**src/rtl/stream_asyn_fifo_framer_if.sv**
```systemverilog
// Stream-side and controller-side signal bundle of the write-domain framer.
//   s_valid/s_ready/s_data/s_sop/s_eop/s_err : upstream beat stream
//   w_full                                   : controller full flag
//   w_ctrl/w_data                            : command and RAM write data to the controller
// Modport master: the environment (packet source plus write controller).
// Modport slave : the framer itself.
interface stream_asyn_fifo_framer_if #(
    parameter int DATAWIDTH = 32
);
    logic                 s_valid;
    logic                 s_ready;
    logic [DATAWIDTH-1:0] s_data;
    logic                 s_sop;
    logic                 s_eop;
    logic                 s_err;
    logic                 w_full;
    logic [2:0]           w_ctrl;
    logic [DATAWIDTH-1:0] w_data;

    modport master (
        output s_valid, s_data, s_sop, s_eop, s_err, w_full,
        input  s_ready, w_ctrl, w_data
    );

    modport slave (
        input  s_valid, s_data, s_sop, s_eop, s_err, w_full,
        output s_ready, w_ctrl, w_data
    );
endinterface

```
**src/rtl/stream_asyn_fifo_framer.sv**
```systemverilog
// Write-domain command initiator for the stream async FIFO write controller.
// Turns a valid/ready beat stream with sop/eop/err markers into the 3-bit
// w_ctrl command stream plus RAM write data, appends HEADSIZE header words
// per committed frame, discards errored/oversize/unterminated frames and
// keeps saturating commit/drop statistics.
// Ports:
//   w_clk, w_rst_n : write clock, asynchronous active-low reset
//   bus (slave)    : s_valid/s_ready/s_data/s_sop/s_eop/s_err, w_full, w_ctrl, w_data
//   frm_cnt        : committed frames (saturating)
//   drop_cnt       : discarded frames (saturating)
module stream_asyn_fifo_framer #(
    parameter int DATAWIDTH = 32,
    parameter int HEADSIZE  = 1,
    parameter int LENWIDTH  = 16,
    parameter int MAXLEN    = 1500,
    parameter int CNTWIDTH  = 16
) (
    input  logic                       w_clk,
    input  logic                       w_rst_n,
    stream_asyn_fifo_framer_if.slave   bus,
    output logic [CNTWIDTH-1:0]        frm_cnt,
    output logic [CNTWIDTH-1:0]        drop_cnt
);
    localparam logic [2:0] CMD_NOP     = 3'd0;
    localparam logic [2:0] CMD_WRITE   = 3'd1;
    localparam logic [2:0] CMD_EOF_WR  = 3'd2;
    localparam logic [2:0] CMD_HEAD    = 3'd4;
    localparam logic [2:0] CMD_FHEAD   = 3'd5;
    localparam logic [2:0] CMD_DISCARD = 3'd6;

    localparam int HIW = (HEADSIZE > 1) ? $clog2(HEADSIZE) : 1;
    localparam logic [HIW-1:0]      HDR_LAST = HIW'((HEADSIZE > 0) ? HEADSIZE - 1 : 0);
    localparam logic [LENWIDTH-1:0] MAX_L    = LENWIDTH'(MAXLEN);

    typedef enum logic [1:0] {ST_DATA = 2'd0, ST_HDR = 2'd1, ST_DROP = 2'd2} state_t;

    state_t                state_q,     state_d;
    logic [LENWIDTH-1:0]   frame_len_q, frame_len_d;
    logic [LENWIDTH-1:0]   len_q,       len_d;
    logic [LENWIDTH-1:0]   seq_q,       seq_d;
    logic [HIW-1:0]        hdr_idx_q,   hdr_idx_d;
    logic [CNTWIDTH-1:0]   frm_cnt_q,   frm_cnt_d;
    logic [CNTWIDTH-1:0]   drop_cnt_q,  drop_cnt_d;
    logic                  ready_s;
    logic [2:0]            ctrl_s;
    logic [DATAWIDTH-1:0]  data_s;

    function automatic logic [CNTWIDTH-1:0] sat_inc(input logic [CNTWIDTH-1:0] v);
        sat_inc = (&v) ? v : v + CNTWIDTH'(1);
    endfunction

    // Next-state and command decode from registered state, stream and full flag.
    always_comb begin
        state_d     = state_q;
        frame_len_d = frame_len_q;
        len_d       = len_q;
        seq_d       = seq_q;
        hdr_idx_d   = hdr_idx_q;
        frm_cnt_d   = frm_cnt_q;
        drop_cnt_d  = drop_cnt_q;
        ready_s     = 1'b0;
        ctrl_s      = CMD_NOP;
        data_s      = {DATAWIDTH{1'b0}};
        case (state_q)
            ST_DATA: begin
                // A sop inside an open frame closes the old frame as a drop;
                // the discard needs no RAM space, so it goes out even when full.
                if (bus.s_valid && bus.s_sop && (frame_len_q != {LENWIDTH{1'b0}})) begin
                    ctrl_s      = CMD_DISCARD;
                    frame_len_d = {LENWIDTH{1'b0}};
                    drop_cnt_d  = sat_inc(drop_cnt_q);
                end else begin
                    ready_s = !bus.w_full;
                    if (bus.s_valid && !bus.w_full) begin
                        if (frame_len_q == MAX_L) begin
                            // Beat MAXLEN+1: abandon the frame, swallow the rest.
                            ctrl_s      = CMD_DISCARD;
                            frame_len_d = {LENWIDTH{1'b0}};
                            drop_cnt_d  = sat_inc(drop_cnt_q);
                            if (!bus.s_eop) begin
                                state_d = ST_DROP;
                            end else begin
                                state_d = ST_DATA;
                            end
                        end else if (bus.s_eop && bus.s_err) begin
                            ctrl_s      = CMD_DISCARD;
                            frame_len_d = {LENWIDTH{1'b0}};
                            drop_cnt_d  = sat_inc(drop_cnt_q);
                        end else if (bus.s_eop) begin
                            ctrl_s      = CMD_EOF_WR;
                            data_s      = bus.s_data;
                            len_d       = frame_len_q + LENWIDTH'(1);
                            frame_len_d = {LENWIDTH{1'b0}};
                            if (HEADSIZE == 0) begin
                                frm_cnt_d = sat_inc(frm_cnt_q);
                            end else begin
                                state_d = ST_HDR;
                            end
                        end else begin
                            ctrl_s      = CMD_WRITE;
                            data_s      = bus.s_data;
                            frame_len_d = frame_len_q + LENWIDTH'(1);
                        end
                    end else begin
                        ctrl_s = CMD_NOP;
                    end
                end
            end
            ST_HDR: begin
                if (!bus.w_full) begin
                    // Word 0 carries the length, later words the sequence number.
                    if (hdr_idx_q == {HIW{1'b0}}) begin
                        data_s = DATAWIDTH'(len_q);
                    end else begin
                        data_s = DATAWIDTH'(seq_q);
                    end
                    if (hdr_idx_q == HDR_LAST) begin
                        ctrl_s    = CMD_FHEAD;
                        hdr_idx_d = {HIW{1'b0}};
                        seq_d     = seq_q + LENWIDTH'(1);
                        frm_cnt_d = sat_inc(frm_cnt_q);
                        state_d   = ST_DATA;
                    end else begin
                        ctrl_s    = CMD_HEAD;
                        hdr_idx_d = hdr_idx_q + HIW'(1);
                    end
                end else begin
                    ctrl_s = CMD_NOP;
                end
            end
            ST_DROP: begin
                // Beats are consumed without touching the controller.
                ready_s = 1'b1;
                if (bus.s_valid && bus.s_eop) begin
                    state_d     = ST_DATA;
                    frame_len_d = {LENWIDTH{1'b0}};
                end else begin
                    state_d = ST_DROP;
                end
            end
            default: begin
                state_d     = ST_DATA;
                frame_len_d = {LENWIDTH{1'b0}};
                hdr_idx_d   = {HIW{1'b0}};
            end
        endcase
    end

    // State, length, header and statistics registers.
    always_ff @(posedge w_clk or negedge w_rst_n) begin
        if (!w_rst_n) begin
            state_q     <= ST_DATA;
            frame_len_q <= {LENWIDTH{1'b0}};
            len_q       <= {LENWIDTH{1'b0}};
            seq_q       <= {LENWIDTH{1'b0}};
            hdr_idx_q   <= {HIW{1'b0}};
            frm_cnt_q   <= {CNTWIDTH{1'b0}};
            drop_cnt_q  <= {CNTWIDTH{1'b0}};
        end else begin
            state_q     <= state_d;
            frame_len_q <= frame_len_d;
            len_q       <= len_d;
            seq_q       <= seq_d;
            hdr_idx_q   <= hdr_idx_d;
            frm_cnt_q   <= frm_cnt_d;
            drop_cnt_q  <= drop_cnt_d;
        end
    end

    // The controller shares w_rst_n, so hold everything quiet while it is low.
    assign bus.s_ready = w_rst_n & ready_s;
    assign bus.w_ctrl  = w_rst_n ? ctrl_s : CMD_NOP;
    assign bus.w_data  = w_rst_n ? data_s : {DATAWIDTH{1'b0}};
    assign frm_cnt     = frm_cnt_q;
    assign drop_cnt    = drop_cnt_q;
endmodule

```
**src/flat_wrapper.sv**
```systemverilog
// flat-port wrapper written by rule: the top's interface ports become plain ports
module stream_asyn_fifo_framer_flat 
#(
    parameter int DATAWIDTH = 32,
    parameter int HEADSIZE  = 1,
    parameter int LENWIDTH  = 16,
    parameter int MAXLEN    = 1500,
    parameter int CNTWIDTH  = 16
)
  (w_clk, w_rst_n, frm_cnt, drop_cnt, bus_s_valid, bus_s_data, bus_s_sop, bus_s_eop, bus_s_err, bus_w_full, bus_s_ready, bus_w_ctrl, bus_w_data);
  stream_asyn_fifo_framer_if #(.DATAWIDTH(DATAWIDTH)) bus_i ();
  input  logic w_clk;
  input  logic w_rst_n;
  output logic [CNTWIDTH-1:0] frm_cnt;
  output logic [CNTWIDTH-1:0] drop_cnt;
  input wire logic [$bits(bus_i.s_valid)-1:0] bus_s_valid;
  input wire logic [$bits(bus_i.s_data)-1:0] bus_s_data;
  input wire logic [$bits(bus_i.s_sop)-1:0] bus_s_sop;
  input wire logic [$bits(bus_i.s_eop)-1:0] bus_s_eop;
  input wire logic [$bits(bus_i.s_err)-1:0] bus_s_err;
  input wire logic [$bits(bus_i.w_full)-1:0] bus_w_full;
  output wire logic [$bits(bus_i.s_ready)-1:0] bus_s_ready;
  output wire logic [$bits(bus_i.w_ctrl)-1:0] bus_w_ctrl;
  output wire logic [$bits(bus_i.w_data)-1:0] bus_w_data;
  assign bus_i.s_valid = bus_s_valid;
  assign bus_i.s_data = bus_s_data;
  assign bus_i.s_sop = bus_s_sop;
  assign bus_i.s_eop = bus_s_eop;
  assign bus_i.s_err = bus_s_err;
  assign bus_i.w_full = bus_w_full;
  assign bus_s_ready = bus_i.s_ready;
  assign bus_w_ctrl = bus_i.w_ctrl;
  assign bus_w_data = bus_i.w_data;
  stream_asyn_fifo_framer #(.DATAWIDTH(DATAWIDTH), .HEADSIZE(HEADSIZE), .LENWIDTH(LENWIDTH), .MAXLEN(MAXLEN), .CNTWIDTH(CNTWIDTH)) u_core (.w_clk(w_clk), .w_rst_n(w_rst_n), .bus(bus_i), .frm_cnt(frm_cnt), .drop_cnt(drop_cnt));
endmodule
```
**config.mk**
```make
export PLATFORM = sky130hd
export DESIGN_NAME = stream_asyn_fifo_framer_flat
export DESIGN_NICKNAME = d
export VERILOG_FILES = /design/src/rtl/stream_asyn_fifo_framer_if.sv /design/src/rtl/stream_asyn_fifo_framer.sv /design/src/flat_wrapper.sv
export SDC_FILE = /design/constraint.sdc
export NUM_CORES = 1
export LEC_CHECK = 0
export CAP_MARGIN = 20
export CELL_PAD_IN_SITES_DETAIL_PLACEMENT = 1
export CELL_PAD_IN_SITES_GLOBAL_PLACEMENT = 2
export CORE_MARGIN = 10
export CORE_UTILIZATION = 27
export CTS_BUF_LIST = sky130_fd_sc_hd__clkbuf_8
export DETAILED_ROUTE_END_ITERATION = 10
export PLACE_DENSITY = 0.79
export SETUP_SLACK_MARGIN = 0.2
export SYNTH_ARGS = -nofsm -noshare
export SYNTH_HDL_FRONTEND = slang
export SYNTH_SLANG_ARGS = --single-unit
```
**constraint.sdc**
```tcl
create_clock -name w_clk -period 3.15 [get_ports w_clk]
set_input_delay 0.7875 -clock w_clk [delete_from_list [all_inputs] [get_ports w_clk]]
set_output_delay 0.7875 -clock w_clk [all_outputs]
set_load 0.005 [all_outputs]
```
==> results.cfg, run 1 <==
[drt]
vias = 3784
wl_per_cell_um = 20.0
vias_per_cell = 4.97
final_antenna_net_count = 0
drc_errors = 0
drt_iter0_drc = 203
dr.pass1.iters = 5
drt-total-wl_um = 15200

[placed_design]
io_buffer_count = 106
post-place-ws_ns = -0.481
place_congestion = 0.779
hpwlAfterDp_um = 9050
placedCellCount = 693

[floorplanning]
die_y_um = 138
rows = 42
core-area_um2 = 13400
io_pins = 107
dieArea_um2 = 19000
start_util_pct = 27.9
die_w_um = 138

[power_and_ir_drop]
p_clk_share_pct = 29.4
power_density_nw_per_um2 = 438
switching_share_pct = 30.8
combPwrFrac_pct = 31.1
vdd_ir_drop_max_mv = 0.285
p_leak_nw = 2.84
p_seq_share_pct = 39.5
intPower_mw = 1.92
switchingPower_mw = 0.857

[synthesis]
yosys.area_share.simple_pct = 23.7
avgSynthCellArea_um2 = 9.64
syn-num-nets = 431
synth_top_area_share_pct = 44.2
synth_top_family_by_area = simple AND/OR/NAND/NOR gates
synth_edf_count = 0
synth_fa_ha_area_share_pct = 1.34
yosys-mux-area-fraction_pct = 2.01
ys_seq_elements = 66
async_flop_share_pct = 100
synth-xor-area-share_pct = 9.37
syn-instance-count = 388
yosys_warnings = 0
synth_compound_gate_area_share_pct = 15.1
seq_area_frac_synth_pct = 44.2
synthesis.area_um2 = 3740
ys_top_cells_by_area = dfrtp_1 (44%), a22o_1 (6.3%), xnor2_1 (6.1%)
synth-main-ff-cell = dfrtp_1
yosysUniqueCellTypes = 48
yosys.area.top_type = dfrtp_1

[timing]
maxClockFrequency_ghz = 0.261
finalWorstSetupSlack_ns = -0.685
fin_crit_ns = 3.84
setup_viol_count_final = 44
fin_crit_sh_pct = 122
relSlewSlack_pct = 55.3
clock_skew_ns = 0.0227
slew_viol_final = 0
hold_violations = 0
worst_slew_pin_slew_ns = 0.664
rsz0062_at_grt = true
finalSetupTns_ns = -23.87

[grt]
antenna_found_initial = 0
use_met1_pct = 16.7
grt_pass1_vias = 3856
use_met3_pct = 3.31
grt_start_max_net_pins = 47
grt_pass1_wl_um = 21000
grt_usage_pct = 14.0
overflow = 0
busiest_layer = met2
globalRouteMet2Util_pct = 24.1

[critical_path]
worstReg2RegStart = u_core.frame_len_q[1]$_DFFE_PN0P_
startpoint_type = register
r2r_cells = 27
crit_arrival_ns = 3.05
r2r_slack_ns = -0.56
critPathCaptureType = output pin
path_class = reg -> out
worstPathMaxFanout = 8
r2r-end = u_core.len_q[15]$_DFFE_PN0P_
critPathLaunch = u_core.frame_len_q[1]$_DFFE_PN0P_
required_ns = 2.36

[clock_tree]
cts_tree = built
cts-root-buf = clkbuf_8
numCtsBuffers = 9
clockBufferDepth = 2
hold_buffers = 0
clk_pin_slew_ns = 0.09
clk_latency_ns = 0.38
clkSinkCount = 66
cts_max_level = 3

[cells_and_area]
nNetsFinal = 624
syn2layout_area_growth_pct = 69.7
final_layout_size_suffix_gt1_share_pct = 37.4
instances_no_fill = 762
fin_util_pct = 47.4
antenna_cells = 0
num-fill-cells = 1483

[outcome]
violations = negative setup slack
outcome = complete, but fails checks

[run]
maxCapViolCount = 0

[worst_hold_path]
hp-class = in -> async
-- power groups by stage --
stage          Combinational [mW]  Clock (mW)  Sequential, mW
6_report                    0.864       0.819            1.10
5_1_grt                     0.927       0.882            1.12
4_1_cts                     0.675       0.828            1.08
3_5_place_dp                0.571           0            1.09
3_3_place_gp                0.555           0            1.09
2_1_floorplan               0.252           0            1.07
-- logic make-up after synthesis --
logic type / after synthesis
XOR/XNOR: 40
flip-flops: 66
AND/OR/NAND/NOR: 158
buffers and inverters: 33
multiplexers: 7
adder cells (fa/ha/maj): 4
AO/OA/AOI/OAI: 80
-- repair_timing --
item,CTS,global route
gates resized for setup,177,102
setup buffers,32,15
pin swaps,21,32
cloned,3,3
setup endpoints to repair,36,57
hold endpoints to repair,0,0
-- flip-flops by register name, summed over array words and instances (netlist names) --
signal              cells
u_core.drop_cnt        16
u_core.frm_cnt         16
u_core.state_q          2
u_core.frame_len_q     16
u_core.len_q           16
-- how the worst max path moves through the flow --
| stage | end | cells past startpoint |
|---|---|---|
| 2_1_floorplan | bus_w_data[10] | 9 |
| 3_3_place_gp | bus_w_ctrl[0] | 7 |
| 3_5_place_dp | bus_w_ctrl[0] | 7 |
| 4_1_cts | bus_w_data[3] | 11 |
| 5_1_grt | bus_w_data[13] | 12 |
| 6_report | bus_w_data[13] | 12 |
-- cells in the final DEF (no fill, tap or decap), drive strengths merged, types with 8 or more instances in the layout --
| cell type | count |
|---|---|
| nor2 | 42 |
| xor2 | 14 |
| nand2 | 20 |
| inv | 14 |
| and3 | 8 |
| dfrtp | 66 |
| nand3 | 19 |
| a21o | 10 |
| clkdlybuf4s50 | 69 |
| a21oi | 26 |
| and2 | 19 |
| a22o | 27 |
| clkbuf | 11 |
| buf | 132 |
| nand4 | 19 |
| xnor2 | 26 |
-- routing by layer --
metal  routed length [µm]  share of wire [%]
met2                 7910                 52
met4                  306                2.0
met1                 6270                 41
met3                  755                5.0
met5                    0                  0
-- worst max-delay path, stage by stage (launching register included) --
cell	delay, ns
dfrtp_1	0.43
inv_2	0.09
buf_6	0.10
ha_4	0.14
or4b_4	0.48
o41a_1	0.37
nor2_2	0.15
and4_4	0.27
buf_6	0.12
buf_6	0.10
buf_12	0.11
a22o_1	0.17
buf_2	0.14
-- final cells by class --
type,instances,area [µm²],share of cell area [%]
Clock buffer,9,124,1.95
Tap cell,176,220,3.47
Timing Repair Buffer,203,2000,31.5
Multi-Input combinational cell,289,2210,34.9
Sequential cell,66,1650,26.0
Inverter,12,45.0,0.710
Clock inverter,7,93.8,1.48
-- Yosys cell counts, drive strengths merged (11+ instances only) --
master,count
nand3,19
xnor2,26
nor2,42
nand2,20
buf,11
inv,12
a22o,27
and2,19
nand4,19
dfrtp,66
xor2,14
a21oi,26
-- stage by stage --
stage,instance area [µm²],hold WS [ns],power [mW]
after global placement,5260,0.484,1.64
after global routing,6350,0.477,2.92
after floorplan,3760,0.459,1.32
final,6350,0.451,2.78
after CTS,5750,0.466,2.58
after detailed placement,5260,0.489,1.66
Note: power is estimated with default switching activity, not from simulation.
==> inputs of run 2 (changes only) <==
--- a/config.mk
+++ b/config.mk
@@ -14,6 +14,7 @@
 export DETAILED_ROUTE_END_ITERATION = 10
 export PLACE_DENSITY = 0.79
 export SETUP_SLACK_MARGIN = 0.2
+export SKIP_LAST_GASP = 1
 export SYNTH_ARGS = -nofsm -noshare
 export SYNTH_HDL_FRONTEND = slang
 export SYNTH_SLANG_ARGS = --single-unit
==> run 2 against run 1 <==
The run still ends with negative setup slack left. Setup slack better by 0.11 ns. Critical endpoint is now u_core.len_q[15]$_DFFE_PN0P_. Power down 0.57%. Clock skew down 0.00058 ns. Critical path depth up 15. Clock power about the same. Critical path type is now reg -> reg. Maximum frequency up 3.0%. Sequential power about the same. Routed wire length down 0.91%. Global-route usage about the same. Die area unchanged. Non-clock buffer count up 1.
==> results.cfg, run 2 (same netlist as run 1, synthesis figures left out) <==
[drt]
wl_met2_um = 7730
drc_errors = 0
dr.pass1.iters = 4
drt-met1-wl_um = 6210
wl_met3_um = 811
final_antenna_net_count = 0
wl_per_cell_um = 19.8
top_layer = met4
vias_per_cell = 4.92
vias = 3753
drt_iter0_drc = 186
drt-total-wl_um = 15100

[clock_tree]
cts-root-buf = clkbuf_8
clkSinkCount = 66
clockBufferDepth = 2
numCtsBuffers = 9
cts_tree = built
clk_latency_ns = 0.37
clk_pin_slew_ns = 0.09
cts_max_level = 3
hold_buffers = 0

[cells_and_area]
num-fill-cells = 1498
antenna_cells = 0
fin_util_pct = 47.2
final_cell_mix = clkdlybuf4s50_1 (69), dfrtp_1 (66), buf_4 (52), buf_6 (49), nor2_1 (32)
register_area_um2 = 1650
nNetsFinal = 625
final_area_um2 = 6320
layout_commonest_cell = clkdlybuf4s50_1
final_layout_size_suffix_gt1_share_pct = 37.0
multi_input_area_um2 = 2190
syn2layout_area_growth_pct = 69.1

[power_and_ir_drop]
vdd_ir_drop_max_mv = 0.285
power_density_nw_per_um2 = 437
p_leak_nw = 2.82

[timing]
relSlewSlack_pct = 57.4
maxClockFrequency_ghz = 0.268
slew_viol_final = 0
setup_viol_count_final = 44
clock_skew_ns = 0.0221
finalSetupTns_ns = -21.73
fin_crit_ns = 3.72
fin_crit_sh_pct = 118
hold_violations = 0
finalWorstSetupSlack_ns = -0.575
holdWs_ns = 0.463
worst_slew_pin_slew_ns = 0.632
rsz0062_at_grt = true

[grt]
overflow = 0
antenna_found_initial = 0
grt_usage_pct = 14.0
grt_pass1_vias = 3802
grt_pass1_wl_um = 20900
grt_start_max_net_pins = 47

[run]
maxCapViolCount = 0

[placed_design]
postPlaceCellArea_um2 = 5260
io_buffer_count = 106
post-place-ws_ns = -0.481
place_congestion = 0.779
hpwlAfterDp_um = 9050

[critical_path]
crit_arrival_ns = 3.97
path_class = reg -> reg
critPathCaptureType = register
required_ns = 3.39
worstPathMaxFanout = 3
startpoint_type = register

[outcome]
outcome = complete, but fails checks
violations = negative setup slack

[floorplanning]
start_util_pct = 27.9
rows = 42
core-area_um2 = 13400
die_y_um = 138
dieArea_um2 = 19000
io_pins = 107
die_w_um = 138

[worst_hold_path]
hp-class = in -> async
[run 2: area by class of cell]
class	instances	share of cell area (%)
clock buffers	9	1.96
multi-input cells	289	34.6
inverters	12	0.712
clock inverters	7	1.48
flip-flops and latches	66	26.1
well taps	176	3.48
repair buffers	204	31.6
[run 2: through the flow]
| step | instances | total power, mW |
|---|---|---|
| finish | 763 | 2.77 |
| detailed placement | 693 | 1.66 |
| floorplan | 388 | 1.32 |
| global placement | 693 | 1.64 |
| CTS | 744 | 2.58 |
| global route | 763 | 2.91 |
[run 2: final timing paths]
check	startpoint	end	slack [ns]	cells past startpoint
setup / recovery	u_core.frame_len_q[1]$_DFFE_PN0P_	u_core.len_q[15]$_DFFE_PN0P_	-0.57	27
hold / removal	w_rst_n	u_core.frm_cnt[14]$_DFFE_PN0P_	0.46	2
setup reg to reg	u_core.frame_len_q[1]$_DFFE_PN0P_	u_core.len_q[15]$_DFFE_PN0P_	-0.57	27
hold reg to reg	u_core.len_q[1]$_DFFE_PN0P_	u_core.len_q[1]$_DFFE_PN0P_	0.51	1
max in group asynchronous	w_rst_n	u_core.len_q[8]$_DFFE_PN0P_	2.10	2
min in group w_clk	u_core.len_q[1]$_DFFE_PN0P_	u_core.len_q[1]$_DFFE_PN0P_	0.51	1
[run 2: timing repair]
action | CTS | global route
gates cloned | 3 | 4
pin swaps | 21 | 28
setup endpoints to repair | 36 | 51
resized for setup | 167 | 102
setup buffers | 32 | 15
[run 2: layer usage]
| metal | up-vias | track usage, % |
|---|---|---|
| met4 | 0 | 4.81 |
| met3 | 21 | 3.20 |
| met5 | - | 0 |
| met1 | 1861 | 16.8 |
| met2 | 92 | 23.9 |
| li1 | 1779 | - |
[run 2: critical path: stages, from the launching register on]
cell     delay [ns]
dfrtp_1        0.39
inv_2          0.07
buf_6          0.11
buf_6          0.10
buf_6          0.10
buf_6          0.10
buf_6          0.10
buf_6          0.10
buf_6          0.10
buf_6          0.11
buf_6          0.10
buf_6          0.11
buf_6          0.11
buf_6          0.10
buf_6          0.10
buf_6          0.11
buf_6          0.11
buf_6          0.10
buf_6          0.10
buf_6          0.10
buf_6          0.11
buf_6          0.11
nor4_4         0.27
buf_4          0.20
nand4_1        0.14
buf_4          0.19
xnor2_4        0.17
a21oi_2        0.07
[run 2: report_power, final]
part / internal (mW) / leakage, nW / switching, mW / total (mW)
sequential: 0.965 / 0.859 / 0.127 / 1.09
combinational: 0.508 / 1.85 / 0.346 / 0.854
clock: 0.446 / 0.111 / 0.374 / 0.820
==> inputs of run 3 (changes only) <==
--- a/config.mk
+++ b/config.mk
@@ -9,11 +9,11 @@
 export CELL_PAD_IN_SITES_DETAIL_PLACEMENT = 1
 export CELL_PAD_IN_SITES_GLOBAL_PLACEMENT = 2
 export CORE_MARGIN = 10
-export CORE_UTILIZATION = 27
-export CTS_BUF_LIST = sky130_fd_sc_hd__clkbuf_8
+export CORE_UTILIZATION = 26
 export DETAILED_ROUTE_END_ITERATION = 10
-export PLACE_DENSITY = 0.79
+export PLACE_DENSITY = 0.77
 export SETUP_SLACK_MARGIN = 0.2
+export SKIP_CTS_REPAIR_TIMING = 1
 export SKIP_LAST_GASP = 1
 export SYNTH_ARGS = -nofsm -noshare
 export SYNTH_HDL_FRONTEND = slang
==> run 3 against run 2 <==
The run still ends with negative setup slack left. Setup slack got worse by 0.030 ns. Combinational power fell by 25%. Register-to-register slack improved by 0.69 ns. Clock-buffer cell count did not move. Clock skew fell by 0.012 ns. Non-clock buffer count fell by 33. Critical path type is now reg -> out. Highest routed layer unchanged.
==> results.cfg, run 3 (same netlist as run 1, synthesis figures left out) <==
[timing]
fin_crit_ns = 3.75
setup_viol_count_final = 36
clock_skew_ns = 0.0102
slew_viol_final = 0
holdWs_ns = 0.491
rsz0062_at_grt = true
hold_violations = 0
worst_slew_pin_slew_ns = 0.655
finalWorstSetupSlack_ns = -0.604
relSlewSlack_pct = 56.0
maxClockFrequency_ghz = 0.266
fin_crit_sh_pct = 119

[critical_path]
crit_buf_inv = 5
required_ns = 2.36
path_class = reg -> out
startpoint_type = register
cp_top_family = simple AND/OR/NAND/NOR gates
slowest_stage = or4b_4
crit_arrival_ns = 2.97
worstPathMaxFanout = 6
critPathCaptureType = output pin
cp_cell_sequence = inv_2, ha_4, or4b_4, o41a_1, nor2_2, and4_4, buf_6, clkbuf_16, buf_6, a22o_1, buf_2
critPathMostFrequentCell = buf_6
slowest_delay_ns = 0.50

[drt]
drt-total-wl_um = 12800
vias_per_cell = 4.81
final_antenna_net_count = 0
drc_errors = 0
dr.pass1.iters = 4
vias = 3528
wl_per_cell_um = 17.5
drt_iter0_drc = 135

[clock_tree]
clk_latency_ns = 0.34
clk_pin_slew_ns = 0.05
cts_max_level = 3
numCtsBuffers = 9
cts_tree = built
cts-root-buf = clkbuf_16
clkSinkCount = 66
clockBufferDepth = 2

[grt]
antenna_found_initial = 0
grt_start_max_net_pins = 45
use_met3_pct = 3.01
grt_pass1_vias = 3588
grt_pass1_wl_um = 19600
grt_usage_pct = 12.0
busiest_layer = met2
overflow = 0
globalRouteMet2Util_pct = 19.9
use_met1_pct = 14.8

[cells_and_area]
nNetsFinal = 592
final_layout_size_suffix_gt1_share_pct = 27.5
instances_no_fill = 733
antenna_cells = 0
final_cell_mix = clkdlybuf4s50_1 (69), dfrtp_1 (66), buf_4 (50), nor2_1 (41), a22o_1 (27)
layout_commonest_cell = clkdlybuf4s50_1
syn2layout_area_growth_pct = 55.3

[outcome]
violations = negative setup slack
outcome = complete, but fails checks

[placed_design]
placedCellCount = 696
hpwlAfterDp_um = 9260
place_congestion = 0.831
io_buffer_count = 106

[floorplanning]
rows = 43
core-area_um2 = 14000
die_y_um = 140
start_util_pct = 26.7
io_pins = 107
die_w_um = 140
dieArea_um2 = 19600

[power_and_ir_drop]
vdd_ir_drop_max_mv = 0.192
p_leak_nw = 2.61
power_density_nw_per_um2 = 477

[run]
maxCapViolCount = 0

[worst_hold_path]
hp-class = reg -> reg
[run 3: changes by cell type in the layout (fill, tap and decap cells not counted), sizes merged]
cell / before / now
dlymetal6s2s: 0 / 1
clkinv: 2 / 3
inv: 14 / 12
buf: 133 / 89
clkbuf: 11 / 21
[run 3: area by class of cell]
| type | instances | area, µm² |
|---|---|---|
| clock buffers | 9 | 225 |
| flip-flops and latches | 66 | 1650 |
| fillers | 1582 | 8180 |
| repair buffers | 171 | 1560 |
| multi-input cells | 289 | 2020 |
| inverters | 12 | 45.0 |
| well taps | 180 | 225 |
| clock inverters | 6 | 82.6 |
[run 3: layer usage]
| metal | vias to the layer above | part of all wire (%) |
|---|---|---|
| li1 | 1713 | - |
| met1 | 1734 | 46 |
| met2 | 68 | 49 |
| met3 | 13 | 3.6 |
| met4 | 0 | 1.2 |
| met5 | - | 0 |
[run 3: through the flow]
step	setup WS (ns)	TNS (ns)	cell area (µm²)	util, %	power (mW)
after floorplan	0.156	0	3760	-	1.32
after global placement	-0.468	-14.32	5270	37.7	1.64
after detailed placement	-0.523	-16.89	5270	37.7	1.67
after CTS	-0.799	-26.62	5580	39.9	2.74
after global routing	-0.685	-19.51	5810	41.5	2.91
final	-0.604	-16.73	5810	41.5	2.77
[run 3: worst paths after layout]
check,from,end,slack [ns],depth (start not counted)
min reg2reg,u_core.frm_cnt[15]$_DFFE_PN0P_,u_core.frm_cnt[15]$_DFFE_PN0P_,0.49,1
max,u_core.frame_len_q[1]$_DFFE_PN0P_,bus_w_data[0],-0.60,11
min in group asynchronous,w_rst_n,u_core.drop_cnt[6]$_DFFE_PN0P_,0.54,2
max in group asynchronous,w_rst_n,u_core.len_q[3]$_DFFE_PN0P_,2.10,2
min,u_core.frm_cnt[15]$_DFFE_PN0P_,u_core.frm_cnt[15]$_DFFE_PN0P_,0.49,1
max reg2reg,u_core.frame_len_q[1]$_DFFE_PN0P_,u_core.len_q[1]$_DFFE_PN0P_,0.12,10
[run 3: report_power, final]
part | total (mW) | internal (mW) | switching [mW]
clock network | 1.05 | 0.683 | 0.366
registers | 1.08 | 0.967 | 0.114
logic | 0.637 | 0.367 | 0.271
